==> src/rtl/mem_access.sv <==
// mem_access: memory-access pipeline stage.
// Non-memory instructions pass straight through to a registered writeback
// result one cycle later. Loads and stores go out over a byte-wide bus one
// byte per cycle (little-endian) while the stage stalls the upstream.
// Load data returns on mem_din_i one cycle after its address.
//
// Optional feature: define MEM_MISALIGN_CHK_EN to reject memory ops whose
// address is not aligned to the access size. They never request the bus and
// complete in DONE with wreg_o=0 and misalign_o=1. Without the macro,
// misalign_o is tied low and misaligned accesses run byte-serially.
//
// Ports:
//   clk, rst            clock, asynchronous active-low reset
//   ex_valid_i          instruction presented by the execute stage
//   wd_i, wreg_i        destination register index / write enable
//   wdata_i             ALU result; the address for memory ops (low ADDR_W bits)
//   mem_w_data_i        store data
//   mem_op_i            [4] mem op, [3] store, [2] unsigned load, [1:0] size
//   stall_o             upstream holds its inputs while high
//   mem_req_o/mem_gnt_i bus request / grant
//   mem_a_o, mem_wr_o   byte address, write strobe
//   mem_dout_o          store byte; mem_din_i load byte
//   valid_o, wd_o, wreg_o, wdata_o  registered writeback result
//   misalign_o          misaligned access flag (MEM_MISALIGN_CHK_EN only)
// The design assumes ADDR_W <= DATA_W and ADDR_W >= 3.
module mem_access #(
  parameter int DATA_W     = 32,
  parameter int ADDR_W     = 32,
  parameter int REG_ADDR_W = 5
) (
  input  logic                  clk,
  input  logic                  rst,
  input  logic                  ex_valid_i,
  input  logic [REG_ADDR_W-1:0] wd_i,
  input  logic                  wreg_i,
  input  logic [DATA_W-1:0]     wdata_i,
  input  logic [DATA_W-1:0]     mem_w_data_i,
  input  logic [4:0]            mem_op_i,
  output logic                  stall_o,
  output logic                  mem_req_o,
  input  logic                  mem_gnt_i,
  output logic [ADDR_W-1:0]     mem_a_o,
  output logic                  mem_wr_o,
  output logic [7:0]            mem_dout_o,
  input  logic [7:0]            mem_din_i,
  output logic                  valid_o,
  output logic [REG_ADDR_W-1:0] wd_o,
  output logic                  wreg_o,
  output logic [DATA_W-1:0]     wdata_o,
  output logic                  misalign_o
);

  localparam int unsigned NB_MAX = DATA_W / 8;

  typedef enum logic [2:0] {IDLE, WAIT_GNT, XFER, LAST, DONE} state_t;

  state_t                state;
  logic [2:0]            cnt;
  logic [ADDR_W-1:0]     addr_q;
  logic [DATA_W-1:0]     alu_q;
  logic [DATA_W-1:0]     sdata_q;
  logic [DATA_W-1:0]     ldata_q;
  logic [REG_ADDR_W-1:0] wd_q;
  logic                  wreg_q;
  logic                  store_q;
  logic                  uns_q;
  logic [1:0]            size_q;

  logic [1:0]            in_size;
  logic [3:0]            in_nb;
  logic [3:0]            q_nb;
  logic                  last_byte;
  logic                  accept_mem;
  logic [DATA_W-1:0]     sh;
  logic [DATA_W-1:0]     fin_data;
  logic [DATA_W-1:0]     ld_result;

  function automatic logic [3:0] nbytes(input logic [1:0] size);
    case (size)
      2'd0:    return 4'd1;
      2'd1:    return 4'd2;
      2'd2:    return 4'd4;
      default: return 4'd8;
    endcase
  endfunction

  // Keep the low nb bytes and fill above with the sign bit (or zeros).
  function automatic logic [DATA_W-1:0] extend(input logic [DATA_W-1:0] raw,
                                               input logic [3:0] nb,
                                               input logic uns);
    logic [DATA_W-1:0] mask;
    logic              sgn;
    mask = '0;
    sgn  = 1'b0;
    for (int unsigned i = 0; i < NB_MAX; i++) begin
      if (i < 32'(nb)) mask[i*8 +: 8] = '1;
      if (i == 32'(nb) - 1) sgn = raw[i*8 + 7];
    end
    return (raw & mask) | ((!uns && sgn) ? ~mask : '0);
  endfunction

  always_comb begin
    in_size = mem_op_i[1:0];
    // A doubleword request on a 32-bit datapath is treated as a word.
    if (DATA_W == 32 && in_size == 2'd3) in_size = 2'd2;
    in_nb      = nbytes(in_size);
    q_nb       = nbytes(size_q);
    last_byte  = (cnt == 3'(q_nb - 4'd1));
    accept_mem = (state == IDLE) && ex_valid_i && mem_op_i[4];

    stall_o   = (state == WAIT_GNT) || (state == XFER) || (state == LAST) || accept_mem;
    mem_req_o = (state == WAIT_GNT) || (state == XFER) || (state == LAST);
    mem_wr_o  = (state == XFER) && store_q;
    mem_a_o   = (state == XFER) ? addr_q + ADDR_W'(cnt) : '0;

    sh         = sdata_q >> {cnt, 3'b000};
    mem_dout_o = ((state == XFER) && store_q) ? sh[7:0] : '0;

    // Top load byte arrives in LAST; merge it before extension.
    fin_data = ldata_q;
    if (state == LAST) begin
      for (int unsigned i = 0; i < NB_MAX; i++)
        if (i == 32'(q_nb) - 1) fin_data[i*8 +: 8] = mem_din_i;
    end
    ld_result = extend(fin_data, q_nb, uns_q);
  end

`ifdef MEM_MISALIGN_CHK_EN
  logic in_mis;
  logic misalign_q;
  assign in_mis     = (wdata_i[2:0] & 3'(in_nb - 4'd1)) != 3'd0;
  assign misalign_o = misalign_q;
`else
  assign misalign_o = 1'b0;
`endif

  always_ff @(posedge clk or negedge rst) begin
    if (!rst) begin
      state   <= IDLE;
      cnt     <= '0;
      addr_q  <= '0;
      alu_q   <= '0;
      sdata_q <= '0;
      ldata_q <= '0;
      wd_q    <= '0;
      wreg_q  <= 1'b0;
      store_q <= 1'b0;
      uns_q   <= 1'b0;
      size_q  <= '0;
      valid_o <= 1'b0;
      wd_o    <= '0;
      wreg_o  <= 1'b0;
      wdata_o <= '0;
`ifdef MEM_MISALIGN_CHK_EN
      misalign_q <= 1'b0;
`endif
    end else begin
      case (state)
        IDLE: begin
          valid_o <= 1'b0;
          if (ex_valid_i) begin
            if (!mem_op_i[4]) begin
              valid_o <= 1'b1;
              wd_o    <= wd_i;
              wreg_o  <= wreg_i;
              wdata_o <= wdata_i;
            end else begin
              addr_q  <= wdata_i[ADDR_W-1:0];
              alu_q   <= wdata_i;
              sdata_q <= mem_w_data_i;
              ldata_q <= '0;
              wd_q    <= wd_i;
              wreg_q  <= wreg_i;
              store_q <= mem_op_i[3];
              uns_q   <= mem_op_i[2];
              size_q  <= in_size;
              cnt     <= '0;
`ifdef MEM_MISALIGN_CHK_EN
              if (in_mis) begin
                state      <= DONE;
                valid_o    <= 1'b1;
                wd_o       <= wd_i;
                wreg_o     <= 1'b0;
                wdata_o    <= wdata_i;
                misalign_q <= 1'b1;
              end else begin
                state <= WAIT_GNT;
              end
`else
              state <= WAIT_GNT;
`endif
            end
          end
        end
        WAIT_GNT: begin
          if (mem_gnt_i) begin
            cnt   <= '0;
            state <= XFER;
          end
        end
        XFER: begin
          // Read data lags the address by one cycle: byte cnt-1 is on the bus now.
          if (!store_q && cnt != 3'd0) begin
            for (int unsigned i = 0; i < NB_MAX; i++)
              if (i == 32'(cnt) - 1) ldata_q[i*8 +: 8] <= mem_din_i;
          end
          cnt <= cnt + 3'd1;
          if (last_byte) begin
            if (store_q) begin
              state   <= DONE;
              valid_o <= 1'b1;
              wd_o    <= wd_q;
              wreg_o  <= wreg_q;
              wdata_o <= alu_q;
            end else begin
              state <= LAST;
            end
          end
        end
        LAST: begin
          ldata_q <= fin_data;
          state   <= DONE;
          valid_o <= 1'b1;
          wd_o    <= wd_q;
          wreg_o  <= wreg_q;
          wdata_o <= ld_result;
        end
        DONE: begin
          state   <= IDLE;
          valid_o <= 1'b0;
`ifdef MEM_MISALIGN_CHK_EN
          misalign_q <= 1'b0;
`endif
        end
        default: state <= IDLE;
      endcase
    end
  end

endmodule

==> config.mk <==
export PLATFORM = sky130hd
export DESIGN_NAME = mem_access
export DESIGN_NICKNAME = d
export VERILOG_FILES = /design/src/rtl/mem_access.sv
export SDC_FILE = /design/constraint.sdc
export NUM_CORES = 1
export LEC_CHECK = 0
export CAP_MARGIN = 10
export CORE_ASPECT_RATIO = 0.6
export CORE_MARGIN = 1
export CORE_UTILIZATION = 45
export CTS_BUF_LIST = sky130_fd_sc_hd__clkbuf_16
export DETAILED_ROUTE_END_ITERATION = 12
export MAX_ROUTING_LAYER = met4
export PLACE_DENSITY = 0.8
export SLEW_MARGIN = 20
export SYNTH_ARGS = -nofsm -noshare
export SYNTH_HDL_FRONTEND = slang
export SYNTH_SLANG_ARGS = --single-unit
==> constraint.sdc <==
create_clock -name clk -period 6.4 [get_ports clk]
set_clock_uncertainty 0.05 [all_clocks]
set_input_delay 1.6 -clock clk [delete_from_list [all_inputs] [get_ports clk]]
set_output_delay 1.6 -clock clk [all_outputs]
set_load 0.03 [all_outputs]
; Word-level counts from Yosys, hierarchy flattened
; Cells that the tools add are included.
[totals]
regBits = 151
in_bits = 87
output_inout_bits = 83
word_cells = 138
[op_classes]
addsub = 5
magnitude_cmp = 4
n_eq_ne = 25
shifts = 1
n_mux = 56
bitwise = 3
reduce_logical = 27
[ops]
columns = op, n
row1 = $mux W32, 10
row2 = $pmux W32 S3, 2
row3 = $eq A2 B32 Y1 const A, 4
row4 = $mux W8, 13
row5 = $eq A1 B32 Y1 const A, 2
row6 = $logic_not A32 Y1, 2
row7 = $add A32 B3 Y32, 1
row8 = $and A32 B32 Y32, 1
row9 = $not A32 Y32, 1
row10 = $or A32 B32 Y32, 1
row11 = $shr A32 B6 Y8, 1
row12 = $reduce_and A5 Y1, 5
row13 = $mux W3, 8
row14 = $mux W5, 4
row15 = $pmux W5 S3, 1
row16 = $mux W1, 12
row17 = $ne A2 B2 Y1 const B, 6
row18 = $pmux W3 S4, 1
row19 = $pmux W4 S3, 1
row20 = $ne A2 B1 Y1 const B, 5
row21 = $pmux W3 S3, 1
row22 = $reduce_bool A3 Y1, 3
row23 = $lt A1 B4 Y1 const A, 2
row24 = $lt A2 B4 Y1 const A, 2
row25 = other kinds (21), 32

; Logic depth before layout (Yosys ltp)
; Gate-level depths: netlist of run 1.
[depth]
depth_word = 14
depth_mapped = 9
depth_no_buf = 7

; Worst setup path before layout of run 1
; No wires, ideal clock.
[synth_path]
path_type = reg-to-output
startpoint = register cnt[1]
endpoint = output mem_a_o[17]
arrival_time_ns = 2.384
required_ns = 4.750
path_slack_ns = 2.366
stages_incl_launch_ff = 8
n_path_buf = 2
path_cell_list = dfrtp_1 > ha_1 > a211oi_1 > or2_2 > clkbuf_1 > clkbuf_1 > nor4_1 > mux2i_1
[synth_via]
elab_chain_cells = 2
[synth_lines]
columns = item, line
row1 = from (decl), 58  ; logic [2:0] cnt;
row2 = from (signal assigned), 207  ; cnt <= cnt + 3'd1;
row3 = $add A32 B3 Y32, 114  ; mem_a_o = (state == XFER) ? addr_q + ADDR_W'(cnt) : '0;
row4 = $mux W32, 114
row5 = to (decl), 42  ; output logic [ADDR_W-1:0] mem_a_o,
; No other way between the ends.

; Final worst setup path of run 1
[layout_path]
startpoint = register cnt[1]
endpoint = output mem_a_o[24]
; Same word-level chain as after synthesis.

==> results_dict.tcl, run 1 <==
set metrics [dict create \
    ff_latch_area_um2 3780 \
    startpoint_type "flop" \
    antenna_found_initial 0 \
    cts.clk_slew.worst_paths_ns 0.06 \
    mostFrequentLayoutCells "sky130_fd_sc_hd__clkdlybuf4s50_1, sky130_fd_sc_hd__dfrtp_1, sky130_fd_sc_hd__mux2_2" \
    hpwl_mm 16.6 \
    start_util_pct 47.0 \
    num_vias 6869 \
    worst_hold_startpoint "sdata_q[17]" \
    synth-main-ff-cell "sky130_fd_sc_hd__dfrtp_1" \
    static-leakage-power_nw 4.39 \
    fin_util_pct 60.8 \
    critPathTopFamily "simple AND/OR/NAND/NOR gates" \
    fp-row-count 37 \
    gp_congestion 0.895 \
    ctsHtreeMaxLevel 4 \
    tritoncts "done" \
    detail_route.drc_violations 0 \
    grt_max_degree 99 \
    grt_pass1_vias 6542 \
    timing.critical_path.slowest_stage_cell "sky130_fd_sc_hd__dfrtp_1" \
    cts.sink_count 151 \
    clk_path_buf_depth 2 \
    synthCells 749 \
    grt_pass1_wl_mm 37.3 \
    synth_top_area_share_pct 46.0 \
    vias_per_cell 6.06 \
    cp_cell_sequence "fa_1, a21o_1, nand3_1, or4_1, a21oi_1, clkdlybuf4s50_1" \
    ir_drop_mv 0.230 \
    timing.fmax_ghz 0.187 \
    critical_path_peak_fanout 16 \
    routed_wl_mm 23.8 \
    setup_bufs_post_cts 0 \
    min-delay-path-class "reg -> reg" \
    tns_ns 0 \
    final-hold-violation-count 0 \
    initialDrtViolationCount 651 \
    worstSetupEndpointType "primary output" \
    synth_cell_types 61 \
    setup_viol 0 \
    synth_area_um2 8220 \
    cts-buffers-inserted 17 \
    cts_root_buffer "sky130_fd_sc_hd__clkbuf_16" \
    die_area_um2 18800 \
    multi_input_area_um2 4150 \
    async_flop_share_pct 100 \
    antenna_cells_inserted 0 \
    period_needed_ns 5.33 \
    worstSkewPairLatency_ns 0.41 \
    worstMarginPinSlew_ns 0.915 \
    synth_largest_area_cell "sky130_fd_sc_hd__dfrtp_1" \
    r2r_start "size_q[0]" \
    rsz0062_at_grt "false" \
    grt_remaining_overflow 0 \
    path_buf_inv 1 \
    synthToLayoutAreaGrowth_pct 29.4 \
    avgSynthCellArea_um2 11.0 \
    number_of_register_bits_inferred_by_synthesis 151 \
    post-route-period-util_pct 83.4 \
    synth.yosys.warnings 0 \
    quantity_of_gates_resized_following_cts 0 \
    number_of_detailed_routing_iterations_run_before_antenna_repair 6 \
    final_antenna_net_count 0 \
    final_max_slew_viol_count 0 \
    fill_cells 1417 \
    number_of_nets_produced_by_synthesis 848 \
    max-cap-violations 0 \
    powerDensity_nw_per_um2 515 \
    startpoint "cnt[1]" \
    die_h_um 107 \
    max-slew-margin-rel_pct 38.2 \
    nNetsFinal 986 \
    outcome "completed" \
    synth_edf_count 0 \
    timing.critical_path.slowest_cell_delay_ns 0.85 \
    routed_wire_per_std_cell_um 21.0 \
    mostFrequentLayoutCell "sky130_fd_sc_hd__clkdlybuf4s50_1" \
    criticalPathCategory "reg -> out" \
    ctsHoldBuffers 0 \
    layout-drive-gt1-share_pct 18.2 \
    seq_area_frac_synth_pct 46.0 \
    fp.dieW_um 177 \
    worst_ep_required_time_ns 4.75 \
    grt_use_total_pct 26.7 \
    placeableCoreArea_um2 17500 \
    yosys-top-cells-area "sky130_fd_sc_hd__dfrtp_1, sky130_fd_sc_hd__mux2_2, sky130_fd_sc_hd__mux2i_1" \
    num_io_pins 170 \
    number_of_port_buffers 168 \
    critPathArrivalTime_ns 3.68 \
]
[through the flow]
step	std cells	hold WS, ns	instance area [um^2]	power (mW)	worst slack, ns
detailed placement	1102	0.432	10100	4.44	1.37
finish	1134	0.451	10600	5.48	1.07
CTS	1134	0.453	10600	5.47	1.09
global placement	1102	0.433	10100	4.38	1.38
floorplan	749	0.416	8220	3.51	2.37
global route	1134	0.462	10600	5.78	0.917
[cell families after synthesis]
group                    Yosys count  synth area share (%)
AO/OA/AOI/OAI                    163                  14.4
other                              1                0.0456
multiplexers                     138                  20.1
buffers and inverters             77                  4.00
adder cells (fa/ha/maj)           12                  1.92
flip-flops                       151                  46.0
XOR/XNOR                          13                  1.38
AND/OR/NAND/NOR                  194                  12.3
[metal layers]
| metal | GRT usage (%) | vias to the layer above | wire length, um |
|---|---|---|---|
| met4 | 6.83 | 0 | 322 |
| met1 | 39.3 | 3402 | 11100 |
| met5 | - | - | 0 |
| li1 | - | 3083 | - |
| met3 | 6.56 | 32 | 2440 |
| met2 | 36.4 | 352 | 9920 |
[synth_stat cells (5+ instances only)]
library cell / n
sky130_fd_sc_hd__mux2_2: 87
sky130_fd_sc_hd__mux4_2: 8
sky130_fd_sc_hd__nor2_1: 35
sky130_fd_sc_hd__ha_1: 11
sky130_fd_sc_hd__a221oi_1: 8
sky130_fd_sc_hd__a21o_1: 5
sky130_fd_sc_hd__xor2_1: 7
sky130_fd_sc_hd__nor4_1: 7
sky130_fd_sc_hd__nand4_1: 6
sky130_fd_sc_hd__xnor2_1: 6
sky130_fd_sc_hd__mux2i_1: 31
sky130_fd_sc_hd__nand2_1: 64
sky130_fd_sc_hd__mux2_4: 12
sky130_fd_sc_hd__or2_2: 10
sky130_fd_sc_hd__nand3_1: 11
sky130_fd_sc_hd__o2111ai_1: 7
sky130_fd_sc_hd__a221o_1: 8
sky130_fd_sc_hd__a21oi_1: 30
sky130_fd_sc_hd__o22ai_1: 17
sky130_fd_sc_hd__clkbuf_1: 45
sky130_fd_sc_hd__nor2b_1: 9
sky130_fd_sc_hd__a22oi_1: 9
sky130_fd_sc_hd__o21ai_0: 20
sky130_fd_sc_hd__a222oi_1: 8
sky130_fd_sc_hd__dfrtp_1: 151
sky130_fd_sc_hd__a22o_1: 24
sky130_fd_sc_hd__buf_2: 5
sky130_fd_sc_hd__o31ai_1: 11
sky130_fd_sc_hd__nand2b_1: 9
sky130_fd_sc_hd__and2_1: 5
sky130_fd_sc_hd__inv_1: 19
sky130_fd_sc_hd__or4_1: 12
[where the power goes]
part,switching [mW],leakage (nW),internal [mW]
Sequential,0.443,1.86,1.38
Clock,0.403,0.296,0.609
Combinational,1.39,2.24,1.25
[flip-flops by register name (all words and copies together), names as in the netlist, 3 cells and up]
name     flops
wdata_o     32
state        3
sdata_q     32
alu_q       32
wd_q         5
ldata_q     32
cnt          3
wd_o         5
[path summary, 6_finish.rpt]
path / to / slack [ns] / cells past startpoint
worst min-delay path: sdata_q[17] / 0.45 / 1
worst max register to register: wd_o[0] / 2.58 / 6
max in group asynchronous: sdata_q[8] / 3.79 / 2
worst min register to register: sdata_q[17] / 0.45 / 1
worst max-delay path: mem_a_o[24] / 1.07 / 6
min in group asynchronous: wdata_o[22] / 1.23 / 1
[worst reg2reg max path: stages (launching register included)]
cell	delay, ns
sky130_fd_sc_hd__dfrtp_1	0.76
sky130_fd_sc_hd__nand2b_1	0.49
sky130_fd_sc_hd__ha_1	0.44
sky130_fd_sc_hd__xor2_1	0.20
sky130_fd_sc_hd__a41oi_4	0.84
sky130_fd_sc_hd__buf_4	0.51
sky130_fd_sc_hd__mux2_2	0.41
[cell type report]
cell class                 instances  area share (%)
tap                              234            2.75
sequential                       151            35.5
clock buffer                      17            4.00
inverter                          20           0.706
clock inverter                    15            1.53
timing repair buffer             176            16.5
multi-input combinational        521            39.0
No activity file was read; power rests on OpenSTA's default activity.
==> inputs of run 2 (changes only) <==
- clock period: 6.4 -> 5.1 ns (I/O delays scaled with it)
==> run 2 against run 1 <==
- power grew 24%
- register-to-register slack got worse by 1.2 ns
- combinational power rose by 27%
- first-iteration DRC count is 5.8% lower
- critical path type unchanged
- largest cell class unchanged
- highest routed layer unchanged
==> results_dict.tcl, run 2 (synthesis gave the netlist of run 1 again) <==
set metrics [dict create \
    cts.clk_slew.worst_paths_ns 0.06 \
    min-delay-path-class "reg -> reg" \
    start_util_pct 47.0 \
    cts-buffers-inserted 17 \
    cts.sink_count 151 \
    setup_bufs_post_cts 0 \
    grt_remaining_overflow 0 \
    worstMarginPinSlew_ns 1.02 \
    final_max_slew_viol_count 0 \
    ctsHoldBuffers 0 \
    num_vias 6827 \
    outcome "completed" \
    tns_ns 0 \
    timing.fmax_ghz 0.213 \
    synthToLayoutAreaGrowth_pct 29.5 \
    number_of_port_buffers 168 \
    fp.dieW_um 177 \
    post-route-period-util_pct 91.9 \
    clk_path_buf_depth 2 \
    cts_root_buffer "sky130_fd_sc_hd__clkbuf_16" \
    timing.critical_path.slowest_cell_delay_ns 0.70 \
    ir_drop_mv 0.283 \
    routed_wl_mm 23.6 \
    timing.critical_path.slowest_stage_cell "sky130_fd_sc_hd__clkdlybuf4s50_1" \
    powerDensity_nw_per_um2 640 \
    initialDrtViolationCount 613 \
    grt_pass1_wl_mm 36.9 \
    worstSetupEndpointType "primary output" \
    die_h_um 107 \
    number_of_detailed_routing_iterations_run_before_antenna_repair 5 \
    layout-drive-gt1-share_pct 18.8 \
    place_area_um2 10100 \
    critical_path_peak_fanout 9 \
    startpoint_type "flop" \
    nNetsFinal 988 \
    rsz0062_at_grt "false" \
    fin_ws_ns 0.413 \
    grt_max_degree 99 \
    grt_use_total_pct 26.5 \
    criticalPathCategory "reg -> out" \
    setup_viol 0 \
    static-leakage-power_nw 4.39 \
    vias_per_cell 6.00 \
    ctsHtreeMaxLevel 4 \
    num_io_pins 170 \
    fp-row-count 37 \
    worst_ep_required_time_ns 3.77 \
    quantity_of_gates_resized_following_cts 0 \
    tritoncts "done" \
    placeableCoreArea_um2 17500 \
    fin_util_pct 60.9 \
    critPathTopFamily "simple AND/OR/NAND/NOR gates" \
    period_needed_ns 4.69 \
    die_area_um2 18800 \
    max-cap-violations 0 \
    hpwl_mm 16.4 \
    cp_cell_sequence "ha_1, a21o_1, nand3_1, or4_1, a21oi_1, clkdlybuf4s50_1" \
    antenna_found_initial 1 \
    path_buf_inv 1 \
    routed_wire_per_std_cell_um 20.7 \
    worstSkewPairLatency_ns 0.42 \
    grt_pass1_vias 6598 \
    final_antenna_net_count 0 \
    max-slew-margin-rel_pct 32.3 \
    final-hold-violation-count 0 \
    dp_worst_setup_slack_ns 0.724 \
    critPathArrivalTime_ns 3.36 \
    fill_cells 1449 \
    mostFrequentLayoutCell "sky130_fd_sc_hd__clkdlybuf4s50_1" \
    finalInstanceArea_um2 10600 \
    mostFrequentLayoutCells "sky130_fd_sc_hd__clkdlybuf4s50_1, sky130_fd_sc_hd__dfrtp_1, sky130_fd_sc_hd__mux2_2" \
    gp_congestion 0.940 \
    detail_route.drc_violations 0 \
]
## run 2: final timing paths
path,from,to,slack [ns],depth (start not counted)
min reg2reg,ldata_q[31],ldata_q[31],0.45,1
min,ldata_q[31],ldata_q[31],0.45,1
min in group asynchronous,rst,wdata_o[22],0.87,1
max,cnt[2],mem_a_o[24],0.41,6
max in group asynchronous,rst,wdata_o[4],3.31,2
max reg2reg,size_q[0],wdata_o[27],1.43,6
## run 2: area by class of cell
cell class / instances / area, um^2 / share of cell area, %
diodes: 1 / 2.50 / 0.0235
clock buffers: 17 / 425 / 3.99
clock inverters: 15 / 143 / 1.34
inverters: 20 / 75.1 / 0.705
multi-input cells: 521 / 4150 / 39.0
flip-flops and latches: 151 / 3780 / 35.5
well taps: 234 / 293 / 2.75
repair buffers: 178 / 1780 / 16.7
## run 2: power by group
| part | total (mW) | internal, mW | switching [mW] |
|---|---|---|---|
| clock network | 1.22 | 0.682 | 0.540 |
| logic | 3.34 | 1.57 | 1.76 |
| registers | 2.25 | 1.73 | 0.521 |
| total | 6.81 | 3.99 | 2.82 |
## run 2: worst reg2reg max path, cell delays in order (launching register included)
cell and delay (ns):
sky130_fd_sc_hd__dfrtp_1 0.62, sky130_fd_sc_hd__or2_2 0.57, sky130_fd_sc_hd__ha_1 0.37, sky130_fd_sc_hd__xor2_1 0.21
sky130_fd_sc_hd__a41oi_4 0.84, sky130_fd_sc_hd__buf_4 0.50, sky130_fd_sc_hd__mux2_2 0.40
## run 2: per-layer routing
metal	vias up	GRT usage, %	share of wire [%]
li1	3079	-	-
met1	3347	39.0	46
met2	378	35.7	41
met3	23	8.16	11
met4	0	5.11	0.97
met5	-	-	0
## run 2: through the flow
step	instances	hold slack, ns	total power [mW]
2_1_floorplan	749	0.416	4.40
3_3_place_gp	1104	0.432	5.49
3_5_place_dp	1104	0.435	5.57
4_1_cts	1136	0.453	6.82
5_1_grt	1137	0.467	7.19
6_report	1137	0.447	6.81
